File: src/rtl/tx_req_sched_if.sv
`default_nettype none
// ============================================================================
//  Module      : tx_req_sched_if
//  Description : Channel-side and multiplexer-side signal bundle of the
//                tx_req_sched scheduler.
//                  src_valid[3:0]    per-channel word offer
//                  src_data_0..3     16-bit channel words
//                  src_ready[3:0]    per-channel holding register free
//                  req[3:0]          one-hot request-to-send
//                  out_0..3          held channel words to the multiplexer
//                  accept[3:0]       multiplexer accept
//                master : the surrounding logic (sources + multiplexer)
//                slave  : the scheduler itself
//  Revision    : 1.0  initial release
// ============================================================================
interface tx_req_sched_if;
    logic [3:0]  src_valid;
    logic [15:0] src_data_0;
    logic [15:0] src_data_1;
    logic [15:0] src_data_2;
    logic [15:0] src_data_3;
    logic [3:0]  src_ready;
    logic [3:0]  req;
    logic [15:0] out_0;
    logic [15:0] out_1;
    logic [15:0] out_2;
    logic [15:0] out_3;
    logic [3:0]  accept;

    modport master (
        output src_valid, src_data_0, src_data_1, src_data_2, src_data_3, accept,
        input  src_ready, req, out_0, out_1, out_2, out_3
    );

    modport slave (
        input  src_valid, src_data_0, src_data_1, src_data_2, src_data_3, accept,
        output src_ready, req, out_0, out_1, out_2, out_3
    );
endinterface
`default_nettype wire

File: src/rtl/tx_req_sched.sv
`default_nettype none
// ============================================================================
//  Module      : tx_req_sched
//  Description : Four-channel transmit request scheduler. Each channel owns
//                one 16-bit holding register and a pending flag. A
//                round-robin IDLE/REQ/REL handshake FSM presents one held
//                word at a time to the tx multiplexer.
//  Ports       : clk          single clock, rising edge
//                rst          asynchronous active-high reset
//                bus          tx_req_sched_if.slave (channel + mux signals)
//                busy         high whenever the FSM is not IDLE
//                timeout_err  one-cycle pulse when the watchdog drops a word
//  Parameters  : TIMEOUT_CYCLES  cycles allowed in REQ (2..65535)
//  Options     : TX_REQ_SCHED_TIMEOUT_EN  enables the REQ watchdog; when
//                undefined REQ waits indefinitely and timeout_err is 0.
//  Revision    : 1.0  initial release
// ============================================================================
module tx_req_sched #(
    parameter int TIMEOUT_CYCLES = 1024
) (
    input  logic          clk,
    input  logic          rst,
    tx_req_sched_if.slave bus,
    output logic          busy,
    output logic          timeout_err
);

    typedef enum logic [1:0] {
        ST_IDLE = 2'd0,
        ST_REQ  = 2'd1,
        ST_REL  = 2'd2
    } state_t;

    state_t      r_state;
    state_t      w_state_nxt;
    logic [3:0]  r_pending;
    logic [15:0] r_hold [4];
    logic [3:0]  r_req;
    logic [3:0]  w_req_nxt;
    logic [1:0]  r_grant;
    logic [1:0]  w_grant_nxt;
    logic [1:0]  r_rr_ptr;
    logic [1:0]  w_rr_nxt;
    logic        w_release;
    logic [3:0]  w_clr_mask;
    logic [3:0]  w_load;
    logic        w_found;
    logic [1:0]  w_search;
    logic        w_timeout;
    logic [15:0] w_src_data [4];

    assign w_src_data[0] = bus.src_data_0;
    assign w_src_data[1] = bus.src_data_1;
    assign w_src_data[2] = bus.src_data_2;
    assign w_src_data[3] = bus.src_data_3;

    // A channel can only load while its register is free, so a word under
    // transfer never changes and the clearing edge can never reload it.
    assign w_load     = bus.src_valid & ~r_pending;
    assign w_clr_mask = w_release ? (4'b0001 << r_grant) : 4'b0000;

    // ------------------------------------------------------------------------
    // Holding registers and pending flags
    // ------------------------------------------------------------------------
    always_ff @(posedge clk or posedge rst) begin
        if (rst) begin
            r_pending <= 4'h0;
            for (int i = 0; i < 4; i++) begin
                r_hold[i] <= 16'h0000;
            end
        end else begin
            r_pending <= (r_pending & ~w_clr_mask) | w_load;
            for (int i = 0; i < 4; i++) begin
                if (w_load[i]) begin
                    r_hold[i] <= w_src_data[i];
                end
            end
        end
    end

    // ------------------------------------------------------------------------
    // Round-robin search: first pending channel at or above rr_ptr, wrapping.
    // Scanning from the farthest offset down lets the nearest one win.
    // ------------------------------------------------------------------------
    always_comb begin
        logic [1:0] idx;
        w_found  = 1'b0;
        w_search = r_rr_ptr;
        idx      = r_rr_ptr;
        for (int k = 3; k >= 0; k--) begin
            idx = r_rr_ptr + 2'(k);
            if (r_pending[idx]) begin
                w_found  = 1'b1;
                w_search = idx;
            end
        end
    end

    // ------------------------------------------------------------------------
    // FSM: state register
    // ------------------------------------------------------------------------
    always_ff @(posedge clk or posedge rst) begin
        if (rst) begin
            r_state  <= ST_IDLE;
            r_req    <= 4'h0;
            r_grant  <= 2'd0;
            r_rr_ptr <= 2'd0;
        end else begin
            r_state  <= w_state_nxt;
            r_req    <= w_req_nxt;
            r_grant  <= w_grant_nxt;
            r_rr_ptr <= w_rr_nxt;
        end
    end

    // ------------------------------------------------------------------------
    // FSM: next state and registered-output next values
    // ------------------------------------------------------------------------
    always_comb begin
        w_state_nxt = r_state;
        w_req_nxt   = r_req;
        w_grant_nxt = r_grant;
        w_rr_nxt    = r_rr_ptr;
        w_release   = 1'b0;
        case (r_state)
            ST_IDLE: begin
                if (w_found) begin
                    w_state_nxt = ST_REQ;
                    w_grant_nxt = w_search;
                    w_req_nxt   = 4'b0001 << w_search;
                end
            end
            ST_REQ: begin
                if (bus.accept[r_grant]) begin
                    w_state_nxt = ST_REL;
                    w_req_nxt   = 4'h0;
                end else if (w_timeout) begin
                    // Watchdog drop: discard the word and move on as if released.
                    w_state_nxt = ST_IDLE;
                    w_req_nxt   = 4'h0;
                    w_release   = 1'b1;
                    w_rr_nxt    = r_grant + 2'd1;
                end
            end
            ST_REL: begin
                if (!bus.accept[r_grant]) begin
                    w_state_nxt = ST_IDLE;
                    w_release   = 1'b1;
                    w_rr_nxt    = r_grant + 2'd1;
                end
            end
            default: begin
                w_state_nxt = ST_IDLE;
                w_req_nxt   = 4'h0;
            end
        endcase
    end

    // ------------------------------------------------------------------------
    // REQ watchdog
    // ------------------------------------------------------------------------
`ifdef TX_REQ_SCHED_TIMEOUT_EN
    // The counter is zero on the first REQ cycle; the drop happens on the
    // edge where it would reach TIMEOUT_CYCLES-1, so req stays high for
    // TIMEOUT_CYCLES-1 cycles.
    localparam logic [15:0] C_DROP_CNT = 16'(TIMEOUT_CYCLES - 2);

    logic [15:0] r_to_cnt;
    logic        r_timeout_err;
    logic        w_drop;

    assign w_timeout = (r_to_cnt == C_DROP_CNT);
    assign w_drop    = (r_state == ST_REQ) && !bus.accept[r_grant] && w_timeout;

    always_ff @(posedge clk or posedge rst) begin
        if (rst) begin
            r_to_cnt      <= 16'h0000;
            r_timeout_err <= 1'b0;
        end else begin
            r_to_cnt      <= (r_state == ST_REQ) ? r_to_cnt + 16'd1 : 16'h0000;
            r_timeout_err <= w_drop;
        end
    end

    assign timeout_err = r_timeout_err;
`else
    assign w_timeout   = 1'b0;
    assign timeout_err = 1'b0;
`endif

    // ------------------------------------------------------------------------
    // Outputs
    // ------------------------------------------------------------------------
    assign busy          = (r_state != ST_IDLE);
    assign bus.src_ready = ~r_pending;
    assign bus.req       = r_req;
    assign bus.out_0     = r_hold[0];
    assign bus.out_1     = r_hold[1];
    assign bus.out_2     = r_hold[2];
    assign bus.out_3     = r_hold[3];

endmodule
`default_nettype wire

File: src/flat_wrapper.sv
// flat-port wrapper written by rule: the top's interface ports become plain ports
module tx_req_sched_flat 
#(
    parameter int TIMEOUT_CYCLES = 1024
)
  (clk, rst, busy, timeout_err, bus_src_valid, bus_src_data_0, bus_src_data_1, bus_src_data_2, bus_src_data_3, bus_accept, bus_src_ready, bus_req, bus_out_0, bus_out_1, bus_out_2, bus_out_3);
  tx_req_sched_if bus_i ();
  input  logic clk;
  input  logic rst;
  output logic busy;
  output logic timeout_err;
  input wire logic [$bits(bus_i.src_valid)-1:0] bus_src_valid;
  input wire logic [$bits(bus_i.src_data_0)-1:0] bus_src_data_0;
  input wire logic [$bits(bus_i.src_data_1)-1:0] bus_src_data_1;
  input wire logic [$bits(bus_i.src_data_2)-1:0] bus_src_data_2;
  input wire logic [$bits(bus_i.src_data_3)-1:0] bus_src_data_3;
  input wire logic [$bits(bus_i.accept)-1:0] bus_accept;
  output wire logic [$bits(bus_i.src_ready)-1:0] bus_src_ready;
  output wire logic [$bits(bus_i.req)-1:0] bus_req;
  output wire logic [$bits(bus_i.out_0)-1:0] bus_out_0;
  output wire logic [$bits(bus_i.out_1)-1:0] bus_out_1;
  output wire logic [$bits(bus_i.out_2)-1:0] bus_out_2;
  output wire logic [$bits(bus_i.out_3)-1:0] bus_out_3;
  assign bus_i.src_valid = bus_src_valid;
  assign bus_i.src_data_0 = bus_src_data_0;
  assign bus_i.src_data_1 = bus_src_data_1;
  assign bus_i.src_data_2 = bus_src_data_2;
  assign bus_i.src_data_3 = bus_src_data_3;
  assign bus_i.accept = bus_accept;
  assign bus_src_ready = bus_i.src_ready;
  assign bus_req = bus_i.req;
  assign bus_out_0 = bus_i.out_0;
  assign bus_out_1 = bus_i.out_1;
  assign bus_out_2 = bus_i.out_2;
  assign bus_out_3 = bus_i.out_3;
  tx_req_sched #(.TIMEOUT_CYCLES(TIMEOUT_CYCLES)) u_core (.clk(clk), .rst(rst), .bus(bus_i), .busy(busy), .timeout_err(timeout_err));
endmodule
File: config.mk
export PLATFORM = sky130hd
export DESIGN_NAME = tx_req_sched_flat
export DESIGN_NICKNAME = d
export VERILOG_FILES = /design/src/rtl/tx_req_sched_if.sv /design/src/rtl/tx_req_sched.sv /design/src/flat_wrapper.sv
export SDC_FILE = /design/constraint.sdc
export NUM_CORES = 1
export LEC_CHECK = 0
export CORE_MARGIN = 2
export CORE_UTILIZATION = 41
export DETAILED_ROUTE_END_ITERATION = 8
export GPL_ROUTABILITY_DRIVEN = 0
export PLACE_DENSITY = 0.8
export SYNTH_ARGS = -nofsm -noshare
export SYNTH_HDL_FRONTEND = slang
export SYNTH_SLANG_ARGS = --single-unit
File: constraint.sdc
create_clock -name clk -period 3.01 [get_ports clk]
set_clock_uncertainty 0.1 [all_clocks]
set_input_delay 0.602 -clock clk [delete_from_list [all_inputs] [get_ports clk]]
set_output_delay 0.602 -clock clk [all_outputs]
set_load 0.1 [all_outputs]
* Word-level counts from Yosys, hierarchy flattened *
Index checks and enable logic that the tools add are counted.

storage, ports and cells
  latch bits = 0
  memory bits (read-only) = 0
  RAM bits = 0
  memories kept = 0
  flip-flop bits (word level) = 78
  output and inout port bits = 74
  input port bits = 74
  logic and storage cells = 66

cells by class
  mux-type cells = 28
  $lt $le $gt $ge = 5
  bitwise operators = 7
  add/subtract/negate cells = 4
  $mul = 0
  shift-type cells = 2
  reduce and logical (&&, ||, !) cells = 6
  divide/modulo/power cells = 0
  equality and inequality tests = 5

operator list
  kind                                                                          count
  2-bit by 3-bit less-than comparator with 1-bit output, second input constant  5
  2-bit 2-to-1 mux                                                              7
  4-bit 2-to-1 mux                                                              3
  4-bit case mux with 3 select lines                                            1
  1-bit 2-to-1 mux                                                              11
  1-bit binary-select mux with 2-bit select                                     5
  4-bit bitwise AND                                                             2
  4-bit inverter                                                                2
  1-bit by 2-bit left shift with 4-bit output, first input constant             2
  2-bit case mux with 3 select lines                                            1
  3-bit AND reduction                                                           2
  2-bit by 1-bit adder with 2-bit output, second input constant                 2
  2-bit adder, second input constant                                            2
  2-bit by 1-bit inequality test with 1-bit output, second input constant       2
  4-bit OR                                                                      1
  2-bit AND reduction                                                           2
  2-bit by 1-bit equality test with 1-bit output, second input constant         1
  2-bit equality test, second input constant                                    1
  2-bit logical NOT                                                             1
  2-bit inequality test, second input constant                                  1
  1-bit inverter                                                                2
  2-bit nonzero test                                                            1

* Logic depth before layout (Yosys ltp) *
  depth in word-level cells = 10
  depth in mapped cells = 5

* Worst setup path after synthesis *
Ideal clock, no wire load.

  kind = register -> register
  from = register u_core.r_pending[1]
  to = register u_core.r_req[3], in the netlist u_core.bus.req[3]
  data required time = 2.788 ns
  cell stages (with the launch flop) = 6
  period minus slack after synthesis = 2.001 ns
  library setup time = 0.122 ns
  buffers on the path = 1
  arrival time = 1.779 ns
  setup slack = 1.009 ns
  cells stage by stage = dfrtp_1 -> clkbuf_2 -> inv_1 -> a22oi_1 -> o221a_2 -> a22o_1

on the way
  longest elaborated chain between the ends = 9

RTL lines
  item                                         RTL line             text
  start: declaration                           tx_req_sched.sv:36   logic [3:0] r_pending;
  start signal: assignment                     tx_req_sched.sv:72   r_pending <= (r_pending & ~w_clr_mask) | w_load;
  1-bit binary-select mux with 2-bit select    tx_req_sched.sv:92   if (r_pending[idx]) begin
  1-bit 2-to-1 mux (implied by the code)       tx_req_sched.sv:92
  2-bit 2-to-1 mux (4 in series)               tx_req_sched.sv:92
  1-bit by 2-bit left shift with 4-bit output  tx_req_sched.sv:130  w_req_nxt = 4'b0001 << w_search;
  4-bit 2-to-1 mux                             tx_req_sched.sv:127  if (w_found) begin
  4-bit case mux with 3 select lines           tx_req_sched.sv:125  case (r_state)
  end signal: assignment                       tx_req_sched.sv:110  r_req <= w_req_nxt;
  end: declaration                             tx_req_sched.sv:38   logic [3:0] r_req;

Several ways; a longest one is shown, not always the timed one. The select of a mux whose other input is x is not followed.
A chain may end at the register's enable or synchronous reset.

* Final worst setup path *
  from = register u_core.r_state[0]
  to = output port busy

on the way
  longest elaborated chain between the ends = 1

RTL lines
  item                      RTL line             text
  start: declaration        tx_req_sched.sv:34   state_t r_state;
  start signal: assignment  tx_req_sched.sv:109  r_state <= w_state_nxt;
  2-bit nonzero test        tx_req_sched.sv:194  assign busy = (r_state != ST_IDLE);
  end: declaration          flat_wrapper.sv:10   output logic busy;

Every way passes these cells.

==> key figures <==
Floorplanning
  – DIE WIDTH: 91.9 um
  – Core area: 7610 um2
  – Initial core utilization: 41.7%
  – Die height: 91.9 um
  – Row count: 32
  – Die area: 8450 um2
  – Top-Level Pins: 148

Clocking
  – Num CTS Buffers: 9
  – CTS tree: built
  – CTS Root Cell: clkbuf_8
  – # Post-CTS Setup Buffers: 0
  – CTS resizes: 0
  – Htree depth: 3
  – Worst-case clock buffer depth: 2
  – Clk_lat worst skew: 0.33 ns
  – Worst-path clk slew: 0.08 ns
  – Hold buffers post-CTS: 0
  – Clock Sinks: 78

Run
  – Max capacitance violation total: 0

Critical path
  – CP max stage cell: dfrtp_1
  – CP Class: reg2out
  – Endpoint class of the critical path: output pin
  – CP top delay family: flip-flops
  – Crit-path max FO: 6
  – Worst r2r dst: u_core.r_pending[3]
  – Worst Setup SP: u_core.r_state[0]
  – Crit path cell chain: or2_2, buf_4
  – Reg2reg path depth: 4
  – Reg2Reg Setup Slack: 1.26 ns
  – Setup crit end: busy
  – Worst EP arrival: 1.34 ns
  – Worst path bufs/invs: 1
  – Crit path required time: 2.31 ns
  – R2R Path Start: u_core.r_grant[0]
  – Critical path launch point type: register
  – WP depth: 2
  – Slowest Stage Delay on Critical Path: 0.43 ns

Synth
  – Synth cell count leaders: dfrtp_1 (78), mux2_2 (64), buf_2 (9)
  – XOR/XNOR share of the synthesized area: 0%
  – Most frequent cell after synthesis: dfrtp_1
  – Synth cell types: 34
  – Adder-cell share of the synthesized area: 1.58%
  – Complex-gate fraction of the synthesized area: 5.80%
  – Syn_nets: 294
  – EDFF count, synth: 0
  – Simple-gate share of the synthesized area: 4.70%
  – Ranking of synthesized cells by area: dfrtp_1 (62%), mux2_2 (23%), ha_1 (1.6%), buf_2 (1.4%), a21o_1 (1.2%)
  – Ys Warns: 0
  – Syn_area_per_cell: 14.7 um2
  – Area leader, netlist: dfrtp_1
  – Main combinational cell family by area after synthesis: multiplexers
  – Post-synth ARST share: 100%
  – Mux share of post-synthesis cell area: 23.5%
  – Synthesized area: 3170 um2
  – Area share of the largest cell type after synthesis: 61.6%
  – #FFs+latches synth: 78
  – Ys flop type: dfrtp_1
  – Cells after synthesis: 216
  – Sequential fraction of the synthesis area: 61.6%

Drt
  – Routed WL: 6620 um
  – Router iterations before antenna repair: 4
  – Via Count: 2,222
  – Final ANT Viol Nets: 0
  – WL/cell: 14.0 um
  – Iter 0 DRT Violations: 48
  – Residual DRC: 0
  – Vias per Instance: 4.69

Status
  – Status: finished, final reports clean

Final layout
  – Nets@finish: 446
  – Filler cells: 645
  – Antenna Cells: 0
  – Layout area overhead: 50.4%
  – Layout cells sized above 1: 44.4%

Global routing
  – Total GRT Usage: 16.4%
  – Pin count of the biggest net entering global routing: 38
  – Initial antenna violation count: 0
  – First-pass GRT wire length: 11,000 um
  – Vias in the first global route: 2,306
  – Gr ovfl total: 0

Timing
  – FMAX: 0.490 GHz
  – Final setup viols: 0
  – Crit share post-route: 67.8%
  – Fin Setup TNS: 0 ns
  – Final hold violation count: 0
  – Unrepaired setup endpoints after global routing: no
  – Fin. max-slew vios: 0
  – Final min period: 2.04 ns

Place
  – I/O Buffers: 146
  – Detailed Place HPWL: 5050 um

Hold path
  – Worst hold path type: in2async
layout by cell type, fill, tap and decap left out, drive strengths merged, types with 2 or more instances in the layout:
cell type      instances
nor2b                  6
a21oi                  2
inv                    7
nand2b                 3
ha                     4
nand2                  6
o21ai                  3
bufinv                 2
a21o                   5
buf                   79
clkdlybuf4s50         73
dfrtp                 78
nor2                   5
mux2                  64
or2                    2
o2bb2ai                2
clkinv                 4
clkbuf                10
a22o                   2
sequential cells by signal (all words and copies together) (netlist names):
signal	cells
u_core.bus.out_0	16
u_core.bus.out_1	16
u_core.bus.out_2	16
u_core.bus.out_3	16
u_core.bus.req	4
u_core.r_pending	4
u_core.r_grant	2
u_core.r_rr_ptr	2
u_core.r_state	2
metal layers:
layer / GRT usage (%) / vias to the layer above / wire length, um
li1: - / 1053 / -
met1: 20.4 / 1088 / 2740
met2: 27.3 / 71 / 3350
met3: 4.52 / 10 / 446
met4: 6.34 / 0 / 82
met5: 0 / - / 0
stage by stage:
step | worst slack (ns) | util, % | hold WS, ns | instances | area (um2)
finish | 0.969 | 62.7 | 0.393 | 474 | 4770
global route | 0.897 | 62.7 | 0.391 | 474 | 4770
CTS | 0.949 | 62.7 | 0.384 | 474 | 4770
detailed placement | 0.792 | 60.0 | 0.384 | 459 | 4560
global placement | 0.789 | 60.0 | 0.367 | 459 | 4560
floorplan | 0.313 | - | 0.350 | 216 | 3170
worst min-delay path by stage:
stage | from | endpoint | slack (ns) | depth (start not counted)
after CTS | rst | u_core.bus.out_3[7] | 0.38 | 2
after global routing | rst | u_core.bus.out_3[1] | 0.39 | 2
after floorplan | u_core.r_state[1] | u_core.r_state[0] | 0.35 | 1
after detailed placement | u_core.bus.req[0] | u_core.bus.req[0] | 0.38 | 1
after global placement | u_core.r_state[1] | u_core.r_state[0] | 0.37 | 1
final | rst | u_core.bus.out_3[1] | 0.39 | 2
cell families (layout without fill, tap and decap cells):
kind of cell | Yosys count | after routing
mux | 65 | 65
simple gates | 26 | 26
compound gates | 23 | 23
other cells | 1 | 1
fa+ha+maj | 4 | 4
flops | 78 | 78
buf+inv | 19 | 175
layout make-up:
| type | instances | area [um2] | share of cell area, % |
|---|---|---|---|
| clock buffers | 10 | 128 | 2.68 |
| clock inverters | 5 | 75.1 | 1.57 |
| inverters | 8 | 31.3 | 0.656 |
| multi-input cells | 119 | 1130 | 23.7 |
| flip-flops and latches | 78 | 1950 | 40.9 |
| well taps | 102 | 128 | 2.68 |
| repair buffers | 152 | 1320 | 27.8 |
worst register-to-register path: stages (launching register included):
cell     delay [ns]
dfrtp_1        0.48
mux4_2         0.61
nor2_4         0.21
nand2_1        0.07
a21o_1         0.17
Power is not shown: default switching activity piles up to over one toggle a cycle in this logic, so the estimate is an artifact.
